==> config.mk <==
export PLATFORM = sky130hd
export DESIGN_NAME = stopwatch_ctrl
export DESIGN_NICKNAME = d
export VERILOG_FILES = /design/src/rtl/stopwatch_ctrl.sv
export SDC_FILE = /design/constraint.sdc
export NUM_CORES = 1
export LEC_CHECK = 0
export CORE_ASPECT_RATIO = 1.25
export CORE_MARGIN = 2
export CORE_UTILIZATION = 45
export DETAILED_ROUTE_END_ITERATION = 8
export GPL_TIMING_DRIVEN = 0
export PLACE_DENSITY = 0.72
export SKIP_LAST_GASP = 1
export SYNTH_ARGS = -nofsm -noshare
export SYNTH_HDL_FRONTEND = slang
export SYNTH_SLANG_ARGS = --single-unit
==> constraint.sdc <==
create_clock -name clk -period 3.9 [get_ports clk]
set_input_delay 0.39 -clock clk [delete_from_list [all_inputs] [get_ports clk]]
set_output_delay 0.39 -clock clk [all_outputs]
set_load 0.1 [all_outputs]
==> src/rtl/stopwatch_ctrl.sv <==
// Stopwatch control: button debouncing, run/pause FSM, tenth-second enable,
// direction latch, counter clear strobe and lap-hold display mux.
module stopwatch_ctrl #(
  parameter int TICK_DIV   = 10_000_000,
  parameter int DEB_CYCLES = 1_000_000
) (
  input  logic       clk,
  input  logic       reset,
  input  logic       start_btn,
  input  logic       lap_btn,
  input  logic       clr_btn,
  input  logic       dir_sw,
  input  logic [3:0] min_in,
  input  logic [3:0] secmsd_in,
  input  logic [3:0] seclsd_in,
  input  logic [3:0] ten_in,
  output logic       en,
  output logic       up,
  output logic       clr,
  output logic [3:0] min_out,
  output logic [3:0] secmsd_out,
  output logic [3:0] seclsd_out,
  output logic [3:0] ten_out,
  output logic       dot,
  output logic [1:0] state
);

  localparam int DW = $clog2(DEB_CYCLES + 1);
  localparam int PW = $clog2(TICK_DIV);
  localparam logic [DW-1:0] DEB_LAST  = DW'(DEB_CYCLES - 1);
  localparam logic [PW-1:0] TICK_LAST = PW'(TICK_DIV - 1);

  typedef enum logic [1:0] {
    IDLE   = 2'd0,
    RUN    = 2'd1,
    PAUSED = 2'd2,
    DONE   = 2'd3
  } state_t;

  // Button bit order everywhere: [0] start, [1] lap, [2] clr.
  logic [2:0]    raw, sync1, sync2, level, level_d, press;
  logic [DW-1:0] deb_cnt [3];

  assign raw = {clr_btn, lap_btn, start_btn};

  always_ff @(posedge clk) begin
    if (reset) begin
      sync1   <= '0;
      sync2   <= '0;
      level   <= '0;
      level_d <= '0;
      press   <= '0;
      for (int i = 0; i < 3; i++) deb_cnt[i] <= '0;
    end else begin
      sync1   <= raw;
      sync2   <= sync1;
      level_d <= level;
      press   <= level & ~level_d;
      for (int i = 0; i < 3; i++) begin
        // Any sample equal to the accepted level restarts the stability run.
        if (sync2[i] != level[i]) begin
          if (deb_cnt[i] == DEB_LAST) begin
            level[i]   <= sync2[i];
            deb_cnt[i] <= '0;
          end else begin
            deb_cnt[i] <= deb_cnt[i] + 1'b1;
          end
        end else begin
          deb_cnt[i] <= '0;
        end
      end
    end
  end

  logic clr_p, start_p, lap_p;
  assign clr_p   = press[2];
  assign start_p = press[0] & ~press[2];
  assign lap_p   = press[1] & ~press[0] & ~press[2];

  logic [15:0] live, lap_q;
  logic        at_max, at_zero, term_sw, term_run, tick, lap_active;
  logic [PW-1:0] pre;
  state_t      st;

  assign live     = {min_in, secmsd_in, seclsd_in, ten_in};
  assign at_max   = (live == 16'h9599);
  assign at_zero  = (live == 16'h0000);
  assign term_sw  = dir_sw ? at_max : at_zero;
  assign term_run = up ? at_max : at_zero;
  assign tick     = (pre == TICK_LAST);

  always_ff @(posedge clk) begin
    if (reset) begin
      st         <= IDLE;
      en         <= 1'b0;
      up         <= 1'b1;
      clr        <= 1'b1;
      lap_active <= 1'b0;
      lap_q      <= '0;
      pre        <= '0;
    end else begin
      en  <= 1'b0;
      clr <= 1'b0;
      if (lap_p && lap_active) lap_active <= 1'b0;
      case (st)
        IDLE: begin
          if (clr_p) begin
            clr        <= 1'b1;
            lap_active <= 1'b0;
          end else if (start_p && !term_sw) begin
            up  <= dir_sw;
            pre <= '0;
            st  <= RUN;
          end
        end
        RUN: begin
          if (tick) begin
            pre <= '0;
            if (term_run) st <= DONE;
            else          en <= 1'b1;
          end else begin
            pre <= pre + 1'b1;
          end
          // Reaching terminal on the same tick wins over a pause request.
          if (start_p && !(tick && term_run)) st <= PAUSED;
          if (lap_p && !lap_active) begin
            lap_q      <= live;
            lap_active <= 1'b1;
          end
        end
        PAUSED: begin
          if (clr_p) begin
            clr        <= 1'b1;
            lap_active <= 1'b0;
            st         <= IDLE;
          end else if (start_p && !term_sw) begin
            up  <= dir_sw;
            pre <= '0;
            st  <= RUN;
          end
        end
        DONE: begin
          if (clr_p) begin
            clr        <= 1'b1;
            lap_active <= 1'b0;
            st         <= IDLE;
          end
        end
        default: st <= IDLE;
      endcase
    end
  end

  assign {min_out, secmsd_out, seclsd_out, ten_out} = lap_active ? lap_q : live;
  assign dot   = lap_active;
  assign state = st;

endmodule

### Word-level counts from Yosys, hierarchy flattened

Memories as Yosys holds them, arrays and structs flattened.
Cells that the tools add are included.

* add/subtract/negate cells: 4
* eq/ne operators: 17
* multiplexer cells: 66
* bitwise logic cells: 18
* reduce and logical (&&, ||, !) cells: 21

Operator list (count)
* $mux W20: 9
* $mux W24: 3
* $add A20 B1 Y20 const B: 3
* $eq A20 B20 Y1 const B: 3
* $pmux W24 S2: 1
* $mux W1: 43
* $add A24 B1 Y24 const B: 1
* $eq A24 B24 Y1 const B: 1
* $eq A16 B16 Y1 const B: 1
* $logic_not A16 Y1: 1
* $mux W16: 1
* $mux W2: 7
* $or A1 B1 Y1: 9
* $pmux W2 S4: 1
* $reduce_and A2 Y1: 4
* $ne A2 B2 Y1 const B: 3
* $ne A3 B3 Y1 const B: 2
* $reduce_and A3 Y1: 2
* $reduce_or A3 Y1: 2
* $logic_and A1 B1 Y1: 5
* $eq A2 B2 Y1 const B: 2
* $not A1 Y1: 4
* $reduce_and A4 Y1: 1
* $and A1 B1 Y1: 3
* other kinds (10): 14

* register bits: 61
* bits in writable memories: 60
* bits of input ports: 22
* word-level logic and storage cells: 141
* memories kept: 1

Memory list
* deb_cnt: depth 3, bits a word 20, read ports 3, clocked after memory_dff 0, wr ports 3, RTL line 42 `logic [DW-1:0] deb_cnt [3];`

### Logic depth before layout (Yosys ltp)

Gate-level depths: netlist of the first run.

* word-level depth: 8
* mapped depth: 9
* gate-level depth less buffers: 7

### Least setup slack after synthesis of the first run

Ideal clock, no wire load.

* path kind: reg2out
* from: register lap_active (netlist: dot)
* to: output port min_out[0]
* data arrival time: 2.249 ns
* slack: 1.261 ns
* stages on the path, launching flop included: 4
* path through: dfxtp_1 clkbuf_1 buf_1 mux2_2

* word-level cells in the longest chain between the ends: 1

RTL lines
* start: declaration: RTL line 81 `logic at_max, at_zero, term_sw, term_run, tick, lap_active;`
* start signal: assignment: RTL line 98 `lap_active <= 1'b0;`
* start signal: assignment: RTL line 104 `if (lap_p && lap_active) lap_active <= 1'b0;`
* start signal: assignment: RTL line 109 `lap_active <= 1'b0;`
* $mux W16: RTL line 154 `assign {min_out, secmsd_out, seclsd_out, ten_out} = lap_active ? lap_q : live;`
* end: declaration: RTL line 20 `output logic [3:0] min_out,`

Every way passes these cells.

### Final worst setup path of the first run

* from: register lap_active (netlist: dot)
* to: output port secmsd_out[3]

* word-level cells in the longest chain between the ends: 1

RTL lines
* $mux W16: RTL line 154
* end: declaration: RTL line 21 `output logic [3:0] secmsd_out,`

Every way passes these cells.

==> results of run 1 <==
power by group through the flow:
stage / registers (uW) / clock network, uW / logic (uW)
floorplan: 1420 / 0 / 138
global placement: 1420 / 0 / 202
detailed placement: 1420 / 0 / 204
CTS: 1390 / 1650 / 205
global route: 1400 / 1710 / 221
finish: 1390 / 1630 / 206
worst register-to-register path, stage by stage (launching register included):
cell,delay [ns]
dfxtp_1,0.38
clkbuf_1,0.35
buf_1,0.48
inv_1,0.10
ha_1,0.22
nand2_1,0.21
clkbuf_1,0.38
nand2_1,0.11
a21oi_1,0.17
final timing paths:
kind,start,to,slack [ns]
setup / recovery,dot$_SDFF_PP0_,secmsd_out[3],0.47
hold / removal,level_d[0]$_SDFF_PP0_,press[0]$_SDFF_PP0_,0.38
setup reg to reg,dot$_SDFF_PP0_,lap_q[13]$_SDFFE_PP0P_,1.42
hold reg to reg,level_d[0]$_SDFF_PP0_,press[0]$_SDFF_PP0_,0.38
metal layers:
metal | vias to the layer above | routed length, um | track usage (%)
met1 | 2270 | 5280 | 20.8
met4 | 0 | 222 | 8.33
li1 | 2392 | - | -
met3 | 17 | 397 | 4.96
met5 | - | 0 | 0
met2 | 87 | 6860 | 33.9
synth_stat cells, drive strengths merged, types with 5 or more instances:
| master | n |
|---|---|
| clkbuf | 10 |
| buf | 12 |
| nor4b | 6 |
| ha | 6 |
| and4 | 9 |
| a31oi | 8 |
| nor2b | 13 |
| mux2i | 5 |
| xor2 | 34 |
| nand2b | 5 |
| and3 | 14 |
| a22o | 11 |
| dfxtp | 61 |
| nor2 | 87 |
| nand4 | 22 |
| xnor2 | 29 |
| nand2 | 73 |
| nand3 | 29 |
| inv | 13 |
| and2 | 8 |
| nor4 | 15 |
| nor3 | 11 |
| edfxtp | 60 |
| a21oi | 23 |
| mux2 | 17 |
final cells by class:
| class | instances | area share [%] |
|---|---|---|
| clock buffers | 22 | 7.11 |
| flip-flops and latches | 121 | 39.8 |
| plain buffers | 22 | 1.43 |
| well taps | 171 | 2.82 |
| inverters | 13 | 0.643 |
| multi-input cells | 518 | 41.2 |
| clock inverters | 10 | 1.27 |
| repair buffers | 43 | 5.67 |
registers in the layout, summed over array words and instances, names as in the netlist:
register  flops
press         3
sync1         3
en            1
level         3
pre          24
state         2
dot           1
up            1
deb_cnt      60
lap_q        16
clr           1
level_d       3
sync2         3
through the flow:
stage               hold slack (ns)  cell area [sq um]  util [%]  total power [uW]  setup slack, ns
floorplan                     0.367               6310         -              1550             1.26
global placement              0.375               6950      52.5              1620            0.943
detailed placement            0.378               6950      52.5              1620            0.882
CTS                           0.392               7590      57.4              3250            0.441
global route                  0.403               7590      57.4              3330            0.345
finish                        0.384               7590      57.4              3230            0.471
cells by family after synthesis:
kind of cell | count (synthesis) | synth area share, %
other | 1 | 0.0616
AOI/OAI and AO/OA | 63 | 7.11
muxes | 22 | 3.97
xor gates and xnor gates | 63 | 9.06
and+or+nand+nor | 304 | 26.3
DFF | 121 | 49.7
buffers and inverters | 35 | 2.59
adders and majority gates | 6 | 1.23
==> qor.csv, run 1 <==
metric;value;unit
cts_tree;built;
cp_num_cells;4;
synth_edf_count;60;
max_freq;0.292;GHz
final_cell_mix;nor2_1 (87), nand2_1 (72), dfxtp_1 (61), edfxtp_1 (60), conb_1 (60);
maxSlewViolCount;0;
multi_input_area;0.00313;sq mm
finish.net_count;764;
synth_seq_cells;121;
die_x;108;um
reg2regPathDepth;8;
layout.cells.non_filler;920;
ys_types;52;
grt_pass1_vias;4920;
antenna_left;0;
syn2layout_area_growth;24.7;%
total_leakage_power;0.00275;uW
cts-buffers-inserted;17;
clkPwrFrac;50.4;%
grt_pass1_wl;21900;um
drt-wirelength-per-cell;13.9;um
async_reset_ff_share;0;%
p_switching;741;uW
cpPeakStageDelay;1.13;ns
wl;12800;um
cpLargestDelayFamily;buffers and inverters;
synth_top_cell_by_area;edfxtp_1;
cts-root-buf;clkbuf_16;
n_fill_cell;1159;
vias;4766;
yosys_warnings;0;
start_kind;flop;
post_cts_buffers;0;
overflow;0;
coreArea;0.0132;sq mm
ys_seq_area_share;49.7;%
ios;44;
die_y;134;um
syn_avg_cell_area;9.90;sq um
portBuffers;43;
internal_power;2490;uW
synthTopCellsByArea;edfxtp_1 (30%), dfxtp_1 (20%), nor2_1 (5.4%);
peakVddDrop;0.309;mV
place.gp.congestion;0.835;
hold_depth;1;
synth.cell_area;0.00609;sq mm
maxCapViolCount;0;
synth_top_area_share;29.6;%
htree_levels;4;
crit_type;reg2out;
setup_tns;0;ns
post_cts_resized;0;
rows;47;
grt.total_usage;18.9;%
pwr-share-comb;6.4;%
drtIter0Drc;312;
dpl.hpwl;9160;um
clock-sinks;121;
tightest_slew;1.03;ns
diodes;0;
power_frac_seq;43.2;%
yosys_most_used_dff;dfxtp_1;
drc;0;
start_util;46.0;%
final_common_cell;nor2_1;
register_area;0.00302;sq mm
vias_per_cell;5.18;
min_period;3.43;ns
clockBufferDepth;2;
cp_data_required_time;3.51;ns
switching_share;22.9;%
dieArea;0.0145;sq mm
skew;0.0105;ns
grt_start_max_net_pins;17;
synth_cells;615;
antenna_found_initial;0;
clk_pin_slew;0.05;ns
finalHoldViolations;0;
worst_setup_path_end_kind;output pin;
critical_path_arrival;3.04;ns
hp-class;reg2reg;
cp_slowest_cell;clkdlybuf4s50_1;
hold_buffers;0;
p_per_area;425;mW/mm^2
dp_cells;888;
status;completed;
clk_latency;0.41;ns
rsz0062_at_grt;false;
cp_max_fo;10;
drive_gt1_share;9.75;%
maxSlewHeadroom;31.0;%
cp_cell_sequence;clkbuf_1 > buf_1 > mux2_2 > clkdlybuf4s50_1;
path_buf_inv;3;
finalSetupViolations;0;
fin_crit_sh;87.9;%
firstDrtPassIters;4;
(Power assumes the default switching activity.)
==> run 2: changes to the inputs <==
--- a/config.mk
+++ b/config.mk
@@ -5,11 +5,11 @@
 export SDC_FILE = /design/constraint.sdc
 export NUM_CORES = 1
 export LEC_CHECK = 0
-export CORE_ASPECT_RATIO = 1.25
 export CORE_MARGIN = 2
 export CORE_UTILIZATION = 45
 export DETAILED_ROUTE_END_ITERATION = 8
 export GPL_TIMING_DRIVEN = 0
+export MAX_ROUTING_LAYER = met4
 export PLACE_DENSITY = 0.72
 export SKIP_LAST_GASP = 1
 export SYNTH_ARGS = -nofsm -noshare
==> run 2 against run 1 <==
Against the previous run: worst hold slack barely moved; sequential power about the same; setup slack got worse by 0.020 ns; register-to-register slack lost 0.12 ns; critical path type unchanged; critical endpoint is now seclsd_out[3]; flip-flop and latch count unchanged; cell count increased by 0.54%; highest routed layer unchanged; final area decreased by 1.0%; sequential share of layout area increased by 0.41 points.
==> qor.csv, run 2 (same netlist as run 1, synthesis figures left out) <==
metric;value;unit;change
status;completed;;
drive_gt1_share;9.61;%;-0.13 points
post_cts_resized;0;;unchanged
clockBufferDepth;2;;unchanged
drc;0;;unchanged
place.gp.congestion;0.895;;+7.2%
rsz0062_at_grt;false;;
start_util;46.0;%;about the same
cp_data_required_time;3.51;ns;about the same
min_period;3.45;ns;+0.0203 ns
finish.net_count;764;;unchanged
total_leakage_power;0.00272;uW;-1.4%
cp_cell_sequence;clkbuf_1 > buf_1 > mux2_2 > clkdlybuf4s50_1;;
syn2layout_area_growth;23.4;%;
vias_per_cell;5.23;;+0.94%
diodes;0;;unchanged
setup_tns;0;ns;unchanged
htree_levels;4;;unchanged
grt_pass1_wl;21900;um;-0.19%
maxCapViolCount;0;;unchanged
die_x;120;um;+11%
antenna_left;0;;unchanged
portBuffers;43;;unchanged
grt.total_usage;19.3;%;+0.43 points
dieArea;0.0145;sq mm;about the same
critical_path_arrival;3.06;ns;+0.02 ns
maxSlewViolCount;0;;unchanged
rows;42;;-11%
die_y;120;um;-10%
regMostFlops;deb_cnt;;
cts-buffers-inserted;17;;unchanged
reg_top3;deb_cnt: 60 flops, pre: 24 flops, lap_q: 16 flops;;
finalSetupViolations;0;;unchanged
cts_tree;built;;
cts-root-buf;clkbuf_16;;
hold_buffers;0;;unchanged
grt_start_max_net_pins;17;;unchanged
placed_area;0.00696;sq mm;about the same
hp-class;reg2reg;;
finalInstanceArea;0.00751;sq mm;-1.0%
start_kind;flop;;
clock-sinks;121;;unchanged
p_per_area;408;mW/mm^2;-4.2%
vias;4837;;+1.5%
cp_max_fo;10;;unchanged
drtIter0Drc;340;;+9.0%
final_cell_mix;nor2_1 (87), nand2_1 (72), dfxtp_1 (61), edfxtp_1 (60), conb_1 (60);;
cpPeakStageDelay;1.13;ns;about the same
cp_slowest_cell;clkdlybuf4s50_1;;
coreArea;0.0132;sq mm;about the same
grt_pass1_vias;4789;;-2.7%
overflow;0;;unchanged
worst_setup_path_end_kind;output pin;;
wl;13000;um;+1.6%
clk_latency;0.41;ns;about the same
clk_pin_slew;0.06;ns;about the same
fin_crit_sh;88.4;%;+0.52 points
finalHoldViolations;0;;unchanged
tightest_slew;0.996;ns;-0.0366 ns
layout.cells.non_filler;925;;+0.54%
setup_slack;0.451;ns;-0.0203 ns
n_fill_cell;1173;;+1.2%
largest_register_ff_count;60;;unchanged
peakVddDrop;0.528;mV;+71%
maxSlewHeadroom;33.4;%;+2.4 points
final_common_cell;nor2_1;;
ios;44;;unchanged
pre_cts_slack;0.907;ns;+0.0246 ns
max_freq;0.290;GHz;-0.59%
antenna_found_initial;0;;unchanged
dp_cells;893;;+0.56%
drt-wirelength-per-cell;14.0;um;+1.0%
skew;0.00538;ns;-0.00510 ns
post_cts_buffers;0;;unchanged
firstDrtPassIters;5;;+1
crit_type;reg2out;;
dpl.hpwl;9170;um;about the same
## run 2: cell count changes in the layout (fill, tap and decap cells not counted), sizes merged
cell,before,now
clkinvlp,1,2
inv,18,17
clkbuf,32,29
clkinv,3,6
## run 2: per-stage QoR
step / utilization [%] / hold WS (ns) / power (uW)
after floorplan: - / 0.367 / 1550
after global placement: 52.6 / 0.377 / 1620
after detailed placement: 52.6 / 0.382 / 1620
after CTS: 56.7 / 0.389 / 3080
after global routing: 56.7 / 0.411 / 3150
final: 56.7 / 0.384 / 3060
## run 2: final timing paths
check | startpoint | cells after the start | end | slack, ns
hold / removal | level_d[1]$_SDFF_PP0_ | 1 | press[1]$_SDFF_PP0_ | 0.38
setup reg to reg | dot$_SDFF_PP0_ | 8 | lap_q[14]$_SDFFE_PP0P_ | 1.30
setup / recovery | dot$_SDFF_PP0_ | 4 | seclsd_out[3] | 0.45
hold reg to reg | level_d[1]$_SDFF_PP0_ | 1 | press[1]$_SDFF_PP0_ | 0.38
## run 2: cell type report
cell class | count | area (sq um) | share of cell area, %
Inverter | 13 | 48.8 | 0.650
Clock inverter | 13 | 98.8 | 1.32
Clock buffer | 19 | 453 | 6.03
Buffer | 22 | 109 | 1.45
Multi-Input combinational cell | 518 | 3130 | 41.6
Sequential cell | 121 | 3020 | 40.2
Timing Repair Buffer | 43 | 430 | 5.73
Tap cell | 176 | 220 | 2.93
## run 2: where the power goes
group / internal (uW) / total [uW] / switching, uW
combinational: 70.3 / 207 / 137
clock: 900 / 1460 / 559
sequential: 1360 / 1390 / 29.3
total: 2340 / 3060 / 726
## run 2: per-layer routing
metal,vias to the layer above,routed length [um],track usage (%)
li1,2389,-,-
met1,2341,5810,23.4
met2,84,6410,31.2
met3,23,488,5.33
met4,0,259,6.98
met5,-,0,-
## run 2: worst max-delay path: cells and delay by family (launching register included)
| kind | cells | cell delay, ns |
|---|---|---|
| buf+inv | 3 | 1.98 |
| flops | 1 | 0.39 |
| mux | 1 | 0.27 |
==> run 3: changes to the inputs <==
--- a/config.mk
+++ b/config.mk
@@ -12,6 +12,7 @@
 export MAX_ROUTING_LAYER = met4
 export PLACE_DENSITY = 0.72
 export SKIP_LAST_GASP = 1
+export SLEW_MARGIN = 20
 export SYNTH_ARGS = -nofsm -noshare
 export SYNTH_HDL_FRONTEND = slang
 export SYNTH_SLANG_ARGS = --single-unit
==> results of run 3 <==
Same layout as run 2: the final DEF is identical, and so are final timing and power.
